File: src/rtl/proc_pkg.sv
// Shared definitions for the 20-bit pipelined processor: opcodes, ALU controls,
// instruction field positions and the canonical NOP encoding.
package proc_pkg;

    localparam int DATA_W = 20;
    localparam int REG_N  = 8;
    localparam int REG_AW = 3;

    typedef enum logic [3:0] {
        OP_ADD = 4'h0,
        OP_OR  = 4'h1,
        OP_AND = 4'h2,
        OP_NOT = 4'h3,
        OP_LW  = 4'h4,
        OP_SW  = 4'h5,
        OP_BEQ = 4'h6,
        OP_NOP = 4'hF
    } opcode_e;

    localparam logic [1:0] ALU_ADD = 2'b00;
    localparam logic [1:0] ALU_OR  = 2'b01;
    localparam logic [1:0] ALU_AND = 2'b10;
    localparam logic [1:0] ALU_NOT = 2'b11;

    localparam int OPC_MSB = 19;
    localparam int OPC_LSB = 16;
    localparam int RD_MSB  = 15;
    localparam int RD_LSB  = 13;
    localparam int RS1_MSB = 12;
    localparam int RS1_LSB = 10;
    localparam int RS2_MSB = 9;
    localparam int RS2_LSB = 7;

    localparam logic [DATA_W-1:0] NOP_INSTR = 20'hF0000;

endpackage

File: src/rtl/register_file.sv
// 8x20 register file: three combinational read ports with write-to-read bypass,
// one synchronous write port, R0 hardwired to zero.
module register_file #(
    parameter int DATA_W = 20,
    parameter int REG_N  = 8,
    parameter int ADDR_W = $clog2(REG_N)
) (
    input  logic              clock,
    input  logic              reset,
    input  logic              i_we,
    input  logic [ADDR_W-1:0] i_waddr,
    input  logic [DATA_W-1:0] i_wdata,
    input  logic [ADDR_W-1:0] i_raddr1,
    input  logic [ADDR_W-1:0] i_raddr2,
    input  logic [ADDR_W-1:0] i_raddr3,
    output logic [DATA_W-1:0] o_rdata1,
    output logic [DATA_W-1:0] o_rdata2,
    output logic [DATA_W-1:0] o_rdata3
);

    logic [DATA_W-1:0] r_regs [REG_N];
    logic              w_wr_live;

    assign w_wr_live = i_we && (i_waddr != '0);

    // NOTE: the array is small enough to clear on reset; a large RAM would be left unreset.
    always_ff @(posedge clock) begin
        if (reset) begin
            for (int i = 0; i < REG_N; i++) r_regs[i] <= '0;
        end else if (w_wr_live) begin
            // NOTE: sequential state uses <= so every flop samples pre-edge values.
            r_regs[i_waddr] <= i_wdata;
        end
    end

    assign o_rdata1 = (i_raddr1 == '0) ? '0 :
                      (w_wr_live && i_raddr1 == i_waddr) ? i_wdata : r_regs[i_raddr1];
    assign o_rdata2 = (i_raddr2 == '0) ? '0 :
                      (w_wr_live && i_raddr2 == i_waddr) ? i_wdata : r_regs[i_raddr2];
    assign o_rdata3 = (i_raddr3 == '0) ? '0 :
                      (w_wr_live && i_raddr3 == i_waddr) ? i_wdata : r_regs[i_raddr3];

endmodule

File: src/rtl/instruction_decode.sv
// ID stage: decodes the IF/ID instruction, reads operands, detects load-use
// hazards and loads the ID/EX pipeline register (bubble on hazard/flush).
module instruction_decode #(
    parameter int DATA_W = proc_pkg::DATA_W,
    parameter int REG_N  = proc_pkg::REG_N
) (
    input  logic              clock,
    input  logic              reset,
    input  logic [DATA_W-1:0] if_instruction,
    input  logic              if_valid,
    input  logic              ex_flush,
    input  logic              wb_we,
    input  logic [2:0]        wb_addr,
    input  logic [DATA_W-1:0] wb_data,
    output logic              id_stall,
    output logic              ex_valid,
    output logic [DATA_W-1:0] ex_instruction,
    output logic [1:0]        ex_control,
    output logic [DATA_W-1:0] ex_opA,
    output logic [DATA_W-1:0] ex_rfReadData2,
    output logic [DATA_W-1:0] ex_store_data,
    output logic [2:0]        ex_rd,
    output logic              ex_reg_write,
    output logic              ex_mem_read,
    output logic              ex_mem_write,
    output logic              ex_branch
);
    import proc_pkg::*;

    logic [3:0]        w_opcode;
    logic [2:0]        w_rd, w_rs1, w_rs2;
    logic [DATA_W-1:0] w_rdata1, w_rdata2, w_rdata3;
    logic              w_legal, w_uses_rs2, w_uses_rd;
    logic              w_reg_write, w_mem_read, w_mem_write, w_branch;
    logic [1:0]        w_control;
    logic              w_hazard, w_bubble;

    logic              r_ex_valid, r_ex_reg_write, r_ex_mem_read, r_ex_mem_write, r_ex_branch;
    logic [DATA_W-1:0] r_ex_instruction, r_ex_opA, r_ex_opB, r_ex_store;
    logic [1:0]        r_ex_control;
    logic [2:0]        r_ex_rd;

    assign w_opcode = if_instruction[OPC_MSB:OPC_LSB];
    assign w_rd     = if_instruction[RD_MSB:RD_LSB];
    assign w_rs1    = if_instruction[RS1_MSB:RS1_LSB];
    assign w_rs2    = if_instruction[RS2_MSB:RS2_LSB];

    register_file #(.DATA_W(DATA_W), .REG_N(REG_N), .ADDR_W(3)) u_rf (
        .clock    (clock),
        .reset    (reset),
        .i_we     (wb_we),
        .i_waddr  (wb_addr),
        .i_wdata  (wb_data),
        .i_raddr1 (w_rs1),
        .i_raddr2 (w_rs2),
        .i_raddr3 (w_rd),
        .o_rdata1 (w_rdata1),
        .o_rdata2 (w_rdata2),
        .o_rdata3 (w_rdata3)
    );

    always_comb begin
        // NOTE: defaults first so no path through the case leaves a latch behind.
        w_legal     = 1'b1;
        w_control   = ALU_ADD;
        w_reg_write = 1'b0;
        w_mem_read  = 1'b0;
        w_mem_write = 1'b0;
        w_branch    = 1'b0;
        w_uses_rs2  = 1'b1;
        w_uses_rd   = 1'b0;
        case (w_opcode)
            OP_ADD: w_reg_write = 1'b1;
            OP_OR:  begin w_reg_write = 1'b1; w_control = ALU_OR;  end
            OP_AND: begin w_reg_write = 1'b1; w_control = ALU_AND; end
            OP_NOT: begin w_reg_write = 1'b1; w_control = ALU_NOT; w_uses_rs2 = 1'b0; end
            OP_LW:  begin w_reg_write = 1'b1; w_mem_read = 1'b1; end
            OP_SW:  begin w_mem_write = 1'b1; w_uses_rd = 1'b1; end
            OP_BEQ: w_branch = 1'b1;
            default: begin w_legal = 1'b0; w_uses_rs2 = 1'b0; end
        endcase
    end

    // Only a live LW in EX whose rd feeds a source this instruction actually reads.
    assign w_hazard = if_valid && !ex_flush && w_legal &&
                      r_ex_valid && r_ex_mem_read && (r_ex_rd != 3'd0) &&
                      ((r_ex_rd == w_rs1) ||
                       (w_uses_rs2 && r_ex_rd == w_rs2) ||
                       (w_uses_rd  && r_ex_rd == w_rd));

    assign id_stall = w_hazard && !reset;
    assign w_bubble = ex_flush || w_hazard || !if_valid || !w_legal;

    always_ff @(posedge clock) begin
        if (reset || w_bubble) begin
            r_ex_valid       <= 1'b0;
            r_ex_instruction <= NOP_INSTR;
            r_ex_control     <= ALU_ADD;
            r_ex_opA         <= '0;
            r_ex_opB         <= '0;
            r_ex_store       <= '0;
            r_ex_rd          <= 3'd0;
            r_ex_reg_write   <= 1'b0;
            r_ex_mem_read    <= 1'b0;
            r_ex_mem_write   <= 1'b0;
            r_ex_branch      <= 1'b0;
        end else begin
            r_ex_valid       <= 1'b1;
            r_ex_instruction <= if_instruction;
            r_ex_control     <= w_control;
            r_ex_opA         <= w_rdata1;
            r_ex_opB         <= w_rdata2;
            r_ex_store       <= w_rdata3;
            r_ex_rd          <= w_rd;
            r_ex_reg_write   <= w_reg_write;
            r_ex_mem_read    <= w_mem_read;
            r_ex_mem_write   <= w_mem_write;
            r_ex_branch      <= w_branch;
        end
    end

    assign ex_valid       = r_ex_valid;
    assign ex_instruction = r_ex_instruction;
    assign ex_control     = r_ex_control;
    assign ex_opA         = r_ex_opA;
    assign ex_rfReadData2 = r_ex_opB;
    assign ex_store_data  = r_ex_store;
    assign ex_rd          = r_ex_rd;
    assign ex_reg_write   = r_ex_reg_write;
    assign ex_mem_read    = r_ex_mem_read;
    assign ex_mem_write   = r_ex_mem_write;
    assign ex_branch      = r_ex_branch;

endmodule

File: config.mk
export PLATFORM = sky130hd
export DESIGN_NAME = instruction_decode
export DESIGN_NICKNAME = d
export VERILOG_FILES = /design/src/rtl/proc_pkg.sv /design/src/rtl/register_file.sv /design/src/rtl/instruction_decode.sv
export SDC_FILE = /design/constraint.sdc
export NUM_CORES = 1
export LEC_CHECK = 0
export BUFFER_PORTS_ARGS = -buffer_cell sky130_fd_sc_hd__buf_4
export CAP_MARGIN = 20
export CORE_MARGIN = 3
export CORE_UTILIZATION = 59
export DETAILED_ROUTE_END_ITERATION = 10
export PLACE_DENSITY = 0.84
export SETUP_SLACK_MARGIN = 0.2
export SYNTH_ARGS = -nofsm -noshare
export SYNTH_HDL_FRONTEND = slang
export SYNTH_SLANG_ARGS = --single-unit
File: constraint.sdc
create_clock -name clock -period 2 [get_ports clock]
set_input_delay 0.4 -clock clock [delete_from_list [all_inputs] [get_ports clock]]
set_output_delay 0.4 -clock clock [all_outputs]
set_load 0.02 [all_outputs]
==> key figures, run 1 <==
Outcome
  • Status: finished, violations left
  • Failing checks: setup timing

Floorplan
  • # rows: 52
  • Starting Density: roughly 61%
  • Die ar.: 22900 µm²
  • Core area: approximately 20000 µm²
  • Die width: around 150 µm
  • I/O Pins: approximately 140
  • Die H: between 150 and 200 µm

Logic synthesis
  • Post-synth top area cell: edfxtp_1
  • Mean Syn Cell Area: about 14 µm²
  • Yosys warns: 0
  • Most numerous cell in the Yosys netlist: edfxtp_1
  • Synth unique cells: 34
  • Sequential area share after synthesis: 52.5%
  • Synth top area share: between 30 and 40%
  • Cells after synthesis: between 800 and 900
  • Synth Flop Type: edfxtp_1
  • Commonest cells post-synth: 160 x edfxtp_1, 140 x and2_1, 111 x mux4_2
  • Synth Register Bits: around 250
  • Mapped cell area: between 10000 and 15000 µm²
  • Post-synth ARST share: 0%
  • Synth area leaders: edfxtp_1 39%, mux4_2 20%, dfxtp_1 14%
  • EDFF count, synth: 160

Clock network
  • TritonCTS clock tree: done
  • Clock buffer depth: 3
  • Clock Latency Late Sink: roughly 0.54 ns
  • Num CTS Buffers: 26
  • # hold bufs at CTS: 0
  • Sink Count: ~250
  • Clock transition at path regs: about 0.070 ns
  • CTS root buf: clkbuf_16
  • CTS H-tree depth: 1

STA
  • Setup TNS: -12.34 ns
  • Hold_ws: approximately 0.12 ns
  • Minimum clock period: 2.47 ns
  • Final setup viols: 71
  • Crit share post-route: 123%
  • Final Hold Vio Count: 0
  • Final Max Tran Viols: 0
  • Clk_skew: 0.00832 ns
  • Worst-margin pin slew: roughly 0.62 ns
  • Post-route worst setup slack: -0.466 ns
  • Rel. slew slack: around three fifths
  • Unrepaired setup endpoints after global routing: true
  • FMAX: just over 0.4 GHz

Critical path
  • Critical path class: flip-flop to output port
  • Critical path's slowest cell: a311o_1
  • Startpoint types: flip-flop
  • CP arrival: roughly 2.1 ns
  • Worst endpoint required time: 1.60 ns
  • Worst path bufs/invs: 3
  • Critical-path cell list: buf_8 -> xnor2_1 -> nand4_1 -> a311o_1 -> buf_6 -> nor2_4 -> buf_6
  • Most used cell, CP: buf_6
  • Crit-path max FO: 5
  • Critical Path Max Stage Delay: 0.35 ns
  • Critical path's top delay family: buffers and inverters
  • Critical Path End Type: output port

Power
  • Combinational share of power: 14.3%
  • Leakage power: 6.31 nW
  • Switching Share: about a quarter
  • Sw Pwr: between 0.003 and 0.004 W
  • Clock power frac: a little under two fifths
  • Internal power: ~0.0091 W
  • Max IR drop VDD: ~490 µV
  • Power Dens Cells: about 750 nW/µm²
  • Seq pwr share: 48.2%

Final layout
  • Final #Nets: about 1100
  • Finished Layout Cells: 1388
  • Fillers: a little under 1000
  • Footprint of the multi-input gates: just over 6000 µm²
  • Design Area, Final: around 16000 µm²
  • Area grow syn2layout: 31.1%
  • Ant diodes: 0
  • Reg area: 6550 µm²
  • Layout cell share with drive strength beyond 1: between 40 and 50%

Placement
  • PortBufs: 138
  • Placement-stage cell area: between 10000 and 15000 µm²
  • Placed insts: between 1000 and 1500
  • GPL Wtd Cong: roughly 0.84
  • Placed wire-length estimate: 22700 µm

Global route
  • Largest net degree at the start of global routing: 44
  • First-pass GRT wire length: 58600 µm
  • Gr usage total: between 30% and 40%
  • Vias in the first global route: 9988
  • Initial antenna violation count: 0
  • Remaining Overflow, GRT: 0

Hold path
  • Worst hold path class: input port to flip-flop

Detailed routing
  • Routed Antenna Nets: 0
  • Router iterations before antenna repair: 5
  • DRT iter0 DRCs: roughly 1200
  • DRC viols: 0
  • DR vias/cell: roughly 6.8
  • Final wirelength: 40800 µm
  • Via count: ~9500
  • Drt wl/cell: between 20 and 30 µm

Run
  • MaxCap Viol Count: 0
[per-stage QoR]
stage	worst slack, ns	utilization (%)	power [W]
after floorplan	0.0356	-	0.00690
after global placement	-0.0679	70.8	0.00743
after detailed placement	-0.109	70.8	0.00749
after CTS	-0.403	78.8	0.0120
after global routing	-0.501	79.7	0.0125
final	-0.466	79.7	0.0122
[final cells by class]
type / count / area share (%)
flip-flops and latches: 247 / 40.1
multi-input cells: 565 / 37.4
clock buffers: 40 / 4.59
inverters: 1 / 0.0230
well taps: 270 / 2.07
clock inverters: 8 / 0.260
repair buffers: 257 / 15.5
[final timing paths]
path	startpoint	to	slack (ns)	cells past startpoint
max	ex_instruction[13]$_SDFF_PP0_	id_stall	-0.47	7
min	if_instruction[6]	ex_instruction[6]$_SDFF_PP0_	0.12	2
min reg2reg	u_rf.r_regs[1][6]$_SDFFCE_PN0P_	ex_opA[6]$_SDFF_PP0_	0.89	4
max reg2reg	ex_instruction[13]$_SDFF_PP0_	ex_opA[12]$_SDFF_PP0_	-0.25	12
[cell families after synthesis]
| kind of cell | after synthesis | share of synthesized area (%) |
|---|---|---|
| muxes | 180 | 25.6 |
| buffers and inverters | 106 | 3.92 |
| and+or+nand+nor | 260 | 11.7 |
| AOI/OAI and AO/OA | 87 | 5.03 |
| other | 1 | 0.0301 |
| xor gates and xnor gates | 18 | 1.26 |
| DFF | 247 | 52.5 |
[repair_timing]
action	in CTS	in global routing
setup buffers	18	5
pin swaps	12	2
resized for setup	104	31
gates cloned	5	0
setup endpoints to repair	71	84
[routing by layer]
layer / track usage (%) / vias to the layer above / wire (µm) / part of all wire, %
met5: 0 / - / 0 / 0
met3: 7.72 / 244 / 4950 / 12
met1: 41.2 / 4632 / 13000 / 32
met2: 58.2 / 844 / 20200 / 49
met4: 21.1 / 0 / 2640 / 6.5
li1: - / 3784 / - / -
[worst register-to-register path, stage by stage (launching register included)]
cell      delay (ns)
dfxtp_2         0.33
buf_8           0.14
xnor2_1         0.20
nand4_1         0.17
a311o_1         0.35
buf_4           0.16
buf_8           0.12
buf_12          0.12
o211ai_4        0.11
buf_6           0.14
buf_6           0.10
buf_12          0.13
a211oi_2        0.05
[sequential cells by signal, summed over array words and instances, names as in the netlist]
register / count
ex_instruction: 20
ex_store_data: 20
ex_reg_write: 1
ex_mem_write: 1
ex_mem_read: 1
ex_branch: 1
u_rf.r_regs: 160
ex_valid: 1
ex_control: 2
ex_opA: 20
ex_rfReadData2: 20
[power groups by stage]
stage	Clock, W	Combinational, W	Sequential [W]
floorplan	0	0.000971	0.00593
global placement	0	0.00150	0.00593
detailed placement	0	0.00153	0.00596
CTS	0.00453	0.00165	0.00585
global route	0.00478	0.00180	0.00589
finish	0.00458	0.00174	0.00588
[placed cells by master (no fill, tap or decap), types with 3 or more instances in the layout]
master     instances
nand2_1            3
nand4_1            5
mux4_2           111
nand3_1            3
buf_8              6
or2_2              5
buf_16             5
xnor2_1           13
clkinv_2           6
and3_1             3
nor3_2             4
a21oi_1           10
dfxtp_1           84
buf_6             17
o311ai_4           3
and3_4            14
mux2i_1           69
nor2_1            65
a211oi_4           7
buf_12            32
edfxtp_1         160
clkbuf_16         27
xnor2_2            3
o22ai_1            9
or2_4              3
a211oi_2          53
conb_1            20
buf_4            197
clkbuf_1           8
and2_1           140
nand2b_1           6
No activity file was read; power rests on OpenSTA's default activity.
==> run 2, diff against run 1 <==
--- a/config.mk
+++ b/config.mk
@@ -5,12 +5,13 @@
 export SDC_FILE = /design/constraint.sdc
 export NUM_CORES = 1
 export LEC_CHECK = 0
+export ABC_AREA = 1
 export BUFFER_PORTS_ARGS = -buffer_cell sky130_fd_sc_hd__buf_4
 export CAP_MARGIN = 20
 export CORE_MARGIN = 3
-export CORE_UTILIZATION = 59
+export CORE_UTILIZATION = 25
 export DETAILED_ROUTE_END_ITERATION = 10
-export PLACE_DENSITY = 0.84
+export PLACE_DENSITY = 0.44
 export SETUP_SLACK_MARGIN = 0.2
 export SYNTH_ARGS = -nofsm -noshare
 export SYNTH_HDL_FRONTEND = slang
==> run 2 against run 1 <==
  * The run still ends with setup timing left
  * Synthesized cell count rose by 100%
  * Die area rose by 140%
  * Utilization fell by 47 points
  * Largest cell class unchanged
  * First-iteration DRC count rose by 32%
  * Combinational power rose by 20%
  * Cell count rose by 94%
  * Global-route usage fell by 14 points
==> key figures, run 2 <==
Detailed routing
  • Final wirelength: about 60000 µm
  • Routed Antenna Nets: 0
  • Drt wl/cell: 22.2 µm
  • Router iterations before antenna repair: 5
  • Via count: about 13000
  • DRC viols: 0
  • DR vias/cell: 4.99
  • DRT iter0 DRCs: ~1600

Logic synthesis
  • Synth area leaders: edfxtp_1 36%, nand2_1 15%, dfxtp_1 13%
  • Synth unique cells: 25
  • Simple logic cell fraction of the synthesized area: between 30% and 40%
  • Mean Syn Cell Area: 7.25 µm²
  • Synth Flop Type: edfxtp_1
  • Mux cell area share after synthesis: 0%
  • EDFF count, synth: 160
  • Most numerous cell in the Yosys netlist: nand2_1
  • Synth Register Bits: 247
  • Synth Area in Adders: 0%
  • Post-synth ARST share: 0%
  • Sequential area share after synthesis: 49.4%
  • Compound-Gate Fraction of Synth Area: about 5.9%
  • Cells after synthesis: 1827
  • Post-Synth XOR/XNOR Area: less than 1%
  • Yosys warns: 0
  • Mapped cell area: about 13000 µm²
  • Commonest cells post-synth: 545 x nand2_1, 349 x nor2_1, 283 x nand3_1
  • Post-synth top area cell: edfxtp_1
  • Synth top area share: 36.3%
  • Largest family of logic cells by synthesized area: simple AND/OR/NAND/NOR gates

Final layout
  • Top register by number of flip-flops: u_rf.r_regs
  • Area grow syn2layout: 26.6%
  • Fillers: ~5500
  • Ant diodes: 0
  • Final #Nets: between 2000 and 2500
  • Most common cell after layout, fill and taps aside: nand2_1
  • Layout cell share with drive strength beyond 1: between 10% and 20%
  • Max reg flops: 160
  • Most frequent cells in the layout: 541 x nand2_1, 347 x nor2_1, 283 x nand3_1
  • Design Area, Final: roughly 17000 µm²

STA
  • Unrepaired setup endpoints after global routing: true
  • Worst-margin pin slew: around 0.56 ns
  • Minimum clock period: roughly 2.1 ns
  • Rel. slew slack: around 62%
  • Clk_skew: 0.0267 ns
  • Hold_ws: roughly 0.026 ns
  • Final Hold Vio Count: 0
  • Final setup viols: 1
  • FMAX: a little under 0.5 GHz
  • Final Max Tran Viols: 0
  • Crit share post-route: 104%
  • Post-route worst setup slack: -0.0826 ns
  • Setup TNS: -0.0826 ns

Clock network
  • CTS root buf: clkbuf_16
  • Sink Count: ~250
  • TritonCTS clock tree: done
  • Clock transition at path regs: about 0.060 ns
  • Num CTS Buffers: 31
  • Clock Latency Late Sink: ~0.60 ns
  • CTS H-tree depth: 1
  • Clock buffer depth: 3

Critical path
  • Critical path class: flip-flop to output port
  • Critical-path cell list: buf_6 -> nand2_1 -> nand2_1 -> nor2_1 -> nand2_1 -> nand3_1 -> nand2_2 -> nor2_2 -> buf_6
  • Critical Path End Type: output port
  • Worst path bufs/invs: 2
  • Worst endpoint required time: approximately 1.6 ns
  • CP arrival: 1.68 ns
  • Critical path's slowest cell: dfxtp_2
  • Startpoint types: flip-flop
  • Crit-path max FO: 3
  • Critical Path Max Stage Delay: between 0.3 and 0.4 ns
  • Most used cell, CP: nand2_1
  • Critical path's top delay family: simple AND/OR/NAND/NOR gates

Floorplan
  • Die H: approximately 240 µm
  • Die ar.: about 56000 µm²
  • Die width: about 240 µm
  • I/O Pins: 139
  • Starting Density: 25.6%
  • # rows: 83
  • Core area: approximately 52000 µm²

Global route
  • Largest net degree at the start of global routing: roughly 90
  • First-pass GRT wire length: 86500 µm
  • Remaining Overflow, GRT: 0
  • Gr usage total: between 20% and 30%
  • Vias in the first global route: roughly 13000
  • Initial antenna violation count: 0

Placement
  • PortBufs: 138
  • GPL Wtd Cong: about 0.86
  • Placement-stage cell area: 15700 µm²
  • Pre-CTS setup slack: around 0.065 ns
  • Placed wire-length estimate: between 30000 and 40000 µm

Power
  • Max IR drop VDD: roughly 650 µV
  • Leakage power: between 7 and 8 nW
  • Power Dens Cells: slightly above 800 nW/µm²

Run
  • MaxCap Viol Count: 0

Outcome
  • Failing checks: setup timing
  • Status: finished, violations left

Hold path
  • Worst hold path class: input port to flip-flop
-- run 2: worst paths after layout --
check | from | to | slack (ns) | cells past startpoint
min reg2reg | u_rf.r_regs[2][4]$_SDFFCE_PN0P_ | ex_rfReadData2[4]$_SDFF_PP0_ | 0.80 | 6
min | if_instruction[3] | ex_instruction[3]$_SDFF_PP0_ | 0.03 | 3
max reg2reg | ex_instruction[14]$_SDFF_PP0_ | ex_store_data[15]$_SDFF_PP0_ | 0.34 | 10
max | ex_instruction[14]$_SDFF_PP0_ | id_stall | -0.08 | 9
-- run 2: kinds of logic (layout without fill, tap and decap cells) --
family                    after synthesis  after routing
and+or+nand+nor                      1199           1199
DFF                                   247            247
other                                   1             20
xor gates and xnor gates                2              2
buffers and inverters                 232            400
AOI/OAI and AO/OA                     146            146
-- run 2: layer usage --
metal  part of all wire [%]  track usage (%)
met1                     44             28.9
met2                     43             31.4
met3                    9.6             4.00
met4                    3.9             7.93
met5                      0                0
-- run 2: worst reg2reg max path, delay by kind of cell (launching register included) --
family / cells / cell delay (ns)
DFF: 1 / 0.34
and+or+nand+nor: 7 / 0.76
buffers and inverters: 3 / 0.46
-- run 2: power breakdown --
group / internal, W / switching [W]
sequential: 0.00568 / 0.000187
clock: 0.00344 / 0.00234
combinational: 0.000674 / 0.00141
total: 0.00979 / 0.00394
-- run 2: timing repair --
item                                   4_1_cts  5_1_grt
pin swaps                                    2        1
endpoints found under the hold margin        2        0
gates resized for setup                      6        5
hold buffers                                 2        0
buffers inserted                             2        1
setup endpoints to repair                    1        2
-- run 2: cell type report --
cell class / instances / area, µm² / share of cell area (%)
clock buffer: 47 / 927 / 5.53
clock inverter: 11 / 111 / 0.664
inverter: 99 / 374 / 2.23
multi-input combinational: 1367 / 5800 / 34.6
sequential: 247 / 6560 / 39.1
tap: 680 / 851 / 5.07
timing repair buffer: 243 / 2150 / 12.8
-- run 2: per-stage QoR --
stage / utilization (%) / std cells / power [W]
4_1_cts: 32.3 / 2693 / 0.0138
3_5_place_dp: 30.2 / 2631 / 0.00802
3_3_place_gp: 30.2 / 2631 / 0.00802
5_1_grt: 32.4 / 2694 / 0.0143
6_report: 32.4 / 2694 / 0.0137
2_1_floorplan: - / 1846 / 0.00706
==> run 3, diff against run 2 <==
--- a/config.mk
+++ b/config.mk
@@ -10,6 +10,7 @@
 export CAP_MARGIN = 20
 export CORE_MARGIN = 3
 export CORE_UTILIZATION = 25
+export CTS_BUF_LIST = sky130_fd_sc_hd__clkbuf_2
 export DETAILED_ROUTE_END_ITERATION = 10
 export PLACE_DENSITY = 0.44
 export SETUP_SLACK_MARGIN = 0.2
==> run 3 against run 2 <==
  * Die area did not move
  * Clock-buffer cell count rose by 73
  * Largest power group unchanged
  * The run still ends with setup timing left
  * Sequential cell count did not move
  * Critical path type unchanged
  * Global-route usage rose by 0.72 points
  * Maximum frequency fell by 17%
  * Largest cell class unchanged
  * Total power fell by 12%
==> key figures, run 3 (same netlist as run 2, synthesis figures left out) <==
Critical path
  • Critical Path End Type: output port
  • Critical path's top delay family: simple AND/OR/NAND/NOR gates
  • CP arrival: around 2.1 ns
  • Most used cell, CP: nand2_1
  • Critical path class: flip-flop to output port
  • Startpoint types: flip-flop
  • Critical path's slowest cell: dfxtp_2
  • Worst path bufs/invs: 2
  • Flop2flop setup slack: 0.27 ns
  • Worst endpoint required time: 1.60 ns
  • Critical Path Max Stage Delay: around 0.35 ns
  • Critical-path cell list: buf_6 -> nand2_1 -> nand2_1 -> nor2_1 -> nand2_1 -> nand3_1 -> nand2_2 -> nor2_2 -> buf_6
  • Crit-path max FO: 3

Global route
  • Initial antenna violation count: 1
  • Remaining Overflow, GRT: 0
  • Gr usage total: approximately a fifth
  • Largest net degree at the start of global routing: 91
  • Vias in the first global route: 13328
  • First-pass GRT wire length: 88800 µm

Final layout
  • Final Util: about 34%
  • Most common cell after layout, fill and taps aside: nand2_1
  • Layout cell share with drive strength beyond 1: between 20 and 25%
  • Final #Nets: between 2000 and 2500
  • Top register by number of flip-flops: u_rf.r_regs
  • Fillers: approximately 5500
  • Max reg flops: 160
  • Most frequent cells in the layout: 541 x nand2_1, 346 x nor2_1, 280 x nand3_1
  • Design Area, Final: 17500 µm²
  • Area grow syn2layout: 31.9%

Detailed routing
  • DR vias/cell: roughly 5
  • Routed Antenna Nets: 0
  • DRT iter0 DRCs: between 1500 and 2000
  • Via count: between 10000 and 15000
  • Drt wl/cell: around 22 µm
  • Router iterations before antenna repair: 6
  • Final wirelength: approximately 62000 µm
  • DRC viols: 0

Clock network
  • CTS root buf: clkbuf_2
  • Clock Latency Late Sink: roughly 0.98 ns
  • Num CTS Buffers: 73
  • TritonCTS clock tree: done
  • Clock transition at path regs: about 0.11 ns
  • Sink Count: between 200 and 250
  • CTS H-tree depth: 3
  • Clock buffer depth: 3

Power
  • Combinational share of power: a little under a fifth
  • Sw Pwr: 0.00398 W
  • Power Dens Cells: roughly 690 nW/µm²
  • Seq pwr share: 48.5%
  • Switching Share: 32.9%
  • Leakage power: between 7 and 8 nW
  • Internal power: 0.00812 W
  • Clock power frac: 33.2%
  • Max IR drop VDD: approximately 270 µV

Outcome
  • Status: finished, violations left
  • Failing checks: setup timing

STA
  • Worst-margin pin slew: between 0.8 and 0.9 ns
  • Minimum clock period: between 2 and 2.5 ns
  • Rel. slew slack: between 40% and 50%
  • Final Hold Vio Count: 0
  • FMAX: ~0.4 GHz
  • Crit share post-route: 125%
  • Final setup viols: 5
  • Post-route worst setup slack: -0.498 ns
  • Hold_ws: about 0.060 ns
  • Clk_skew: about 0.075 ns
  • Unrepaired setup endpoints after global routing: true
  • Final Max Tran Viols: 0

Floorplan
  • I/O Pins: 139
  • Die width: around 240 µm
  • Core area: ~52000 µm²
  • # rows: a little over 80
  • Die ar.: 55800 µm²
  • Starting Density: 25.6%
  • Die H: ~240 µm

Placement
  • Placed wire-length estimate: roughly 37000 µm
  • PortBufs: 138
  • Placement-stage cell area: approximately 16000 µm²
  • GPL Wtd Cong: 0.857

Run
  • MaxCap Viol Count: 0

Hold path
  • Worst hold path class: input port to flip-flop
run 3: what timing repair did:
item | 4_1_cts | 5_1_grt
endpoints found under the hold margin | 243 | 7
endpoints found under the setup margin | 91 | 110
setup buffers | 2 | 8
gates resized for setup | 186 | 20
pin swaps | 2 | 10
gates cloned | 0 | 1
hold buffers | 48 | 2
run 3: path summary, 6_finish.rpt:
check	start	to	cells after the start
max	ex_instruction[14]$_SDFF_PP0_	id_stall	9
min	ex_flush	ex_valid$_DFF_P_	6
max reg2reg	ex_instruction[14]$_SDFF_PP0_	ex_store_data[15]$_SDFF_PP0_	12
min reg2reg	u_rf.r_regs[0][10]$_SDFFCE_PN0P_	ex_opA[10]$_SDFF_PP0_	8
run 3: power by group through the flow:
stage	Combinational, W	Sequential, W	Clock [W]
finish	0.00222	0.00586	0.00402
global route	0.00240	0.00589	0.00443
CTS	0.00217	0.00586	0.00421
detailed placement	0.00205	0.00597	0
global placement	0.00205	0.00597	0
floorplan	0.00112	0.00595	0
run 3: through the flow:
step	instances	TNS, ns	setup WS, ns	total power [W]
after global routing	2824	-1.70	-0.629	0.0127
after detailed placement	2631	0	0.0654	0.00802
after global placement	2631	0	0.0626	0.00802
final	2824	-1.13	-0.498	0.0121
after CTS	2814	-1.54	-0.622	0.0122
after floorplan	1846	0	0.0561	0.00706
run 3: tightest hold or removal path, stage by stage:
cell and delay (ns):
buf_4 0.08, nor2_1 0.03, o211ai_1 0.12, nor2_1 0.14, nand2_1 0.14, inv_1 0.09
run 3: final cells by class:
type	count	area, µm²	area share [%]
flip-flops and latches	247	6680	38.2
multi-input cells	1367	5830	33.3
repair buffers	297	3070	17.6
well taps	680	851	4.87
clock buffers	120	601	3.44
inverters	99	374	2.14
clock inverters	13	76.3	0.437
diodes	1	2.50	0.0143
run 3: routing by layer:
| metal | share of wire, % | track usage (%) |
|---|---|---|
| met4 | 3.9 | 9.75 |
| met2 | 43 | 32.2 |
| met1 | 43 | 29.1 |
| met5 | 0 | 0 |
| met3 | 10 | 4.98 |
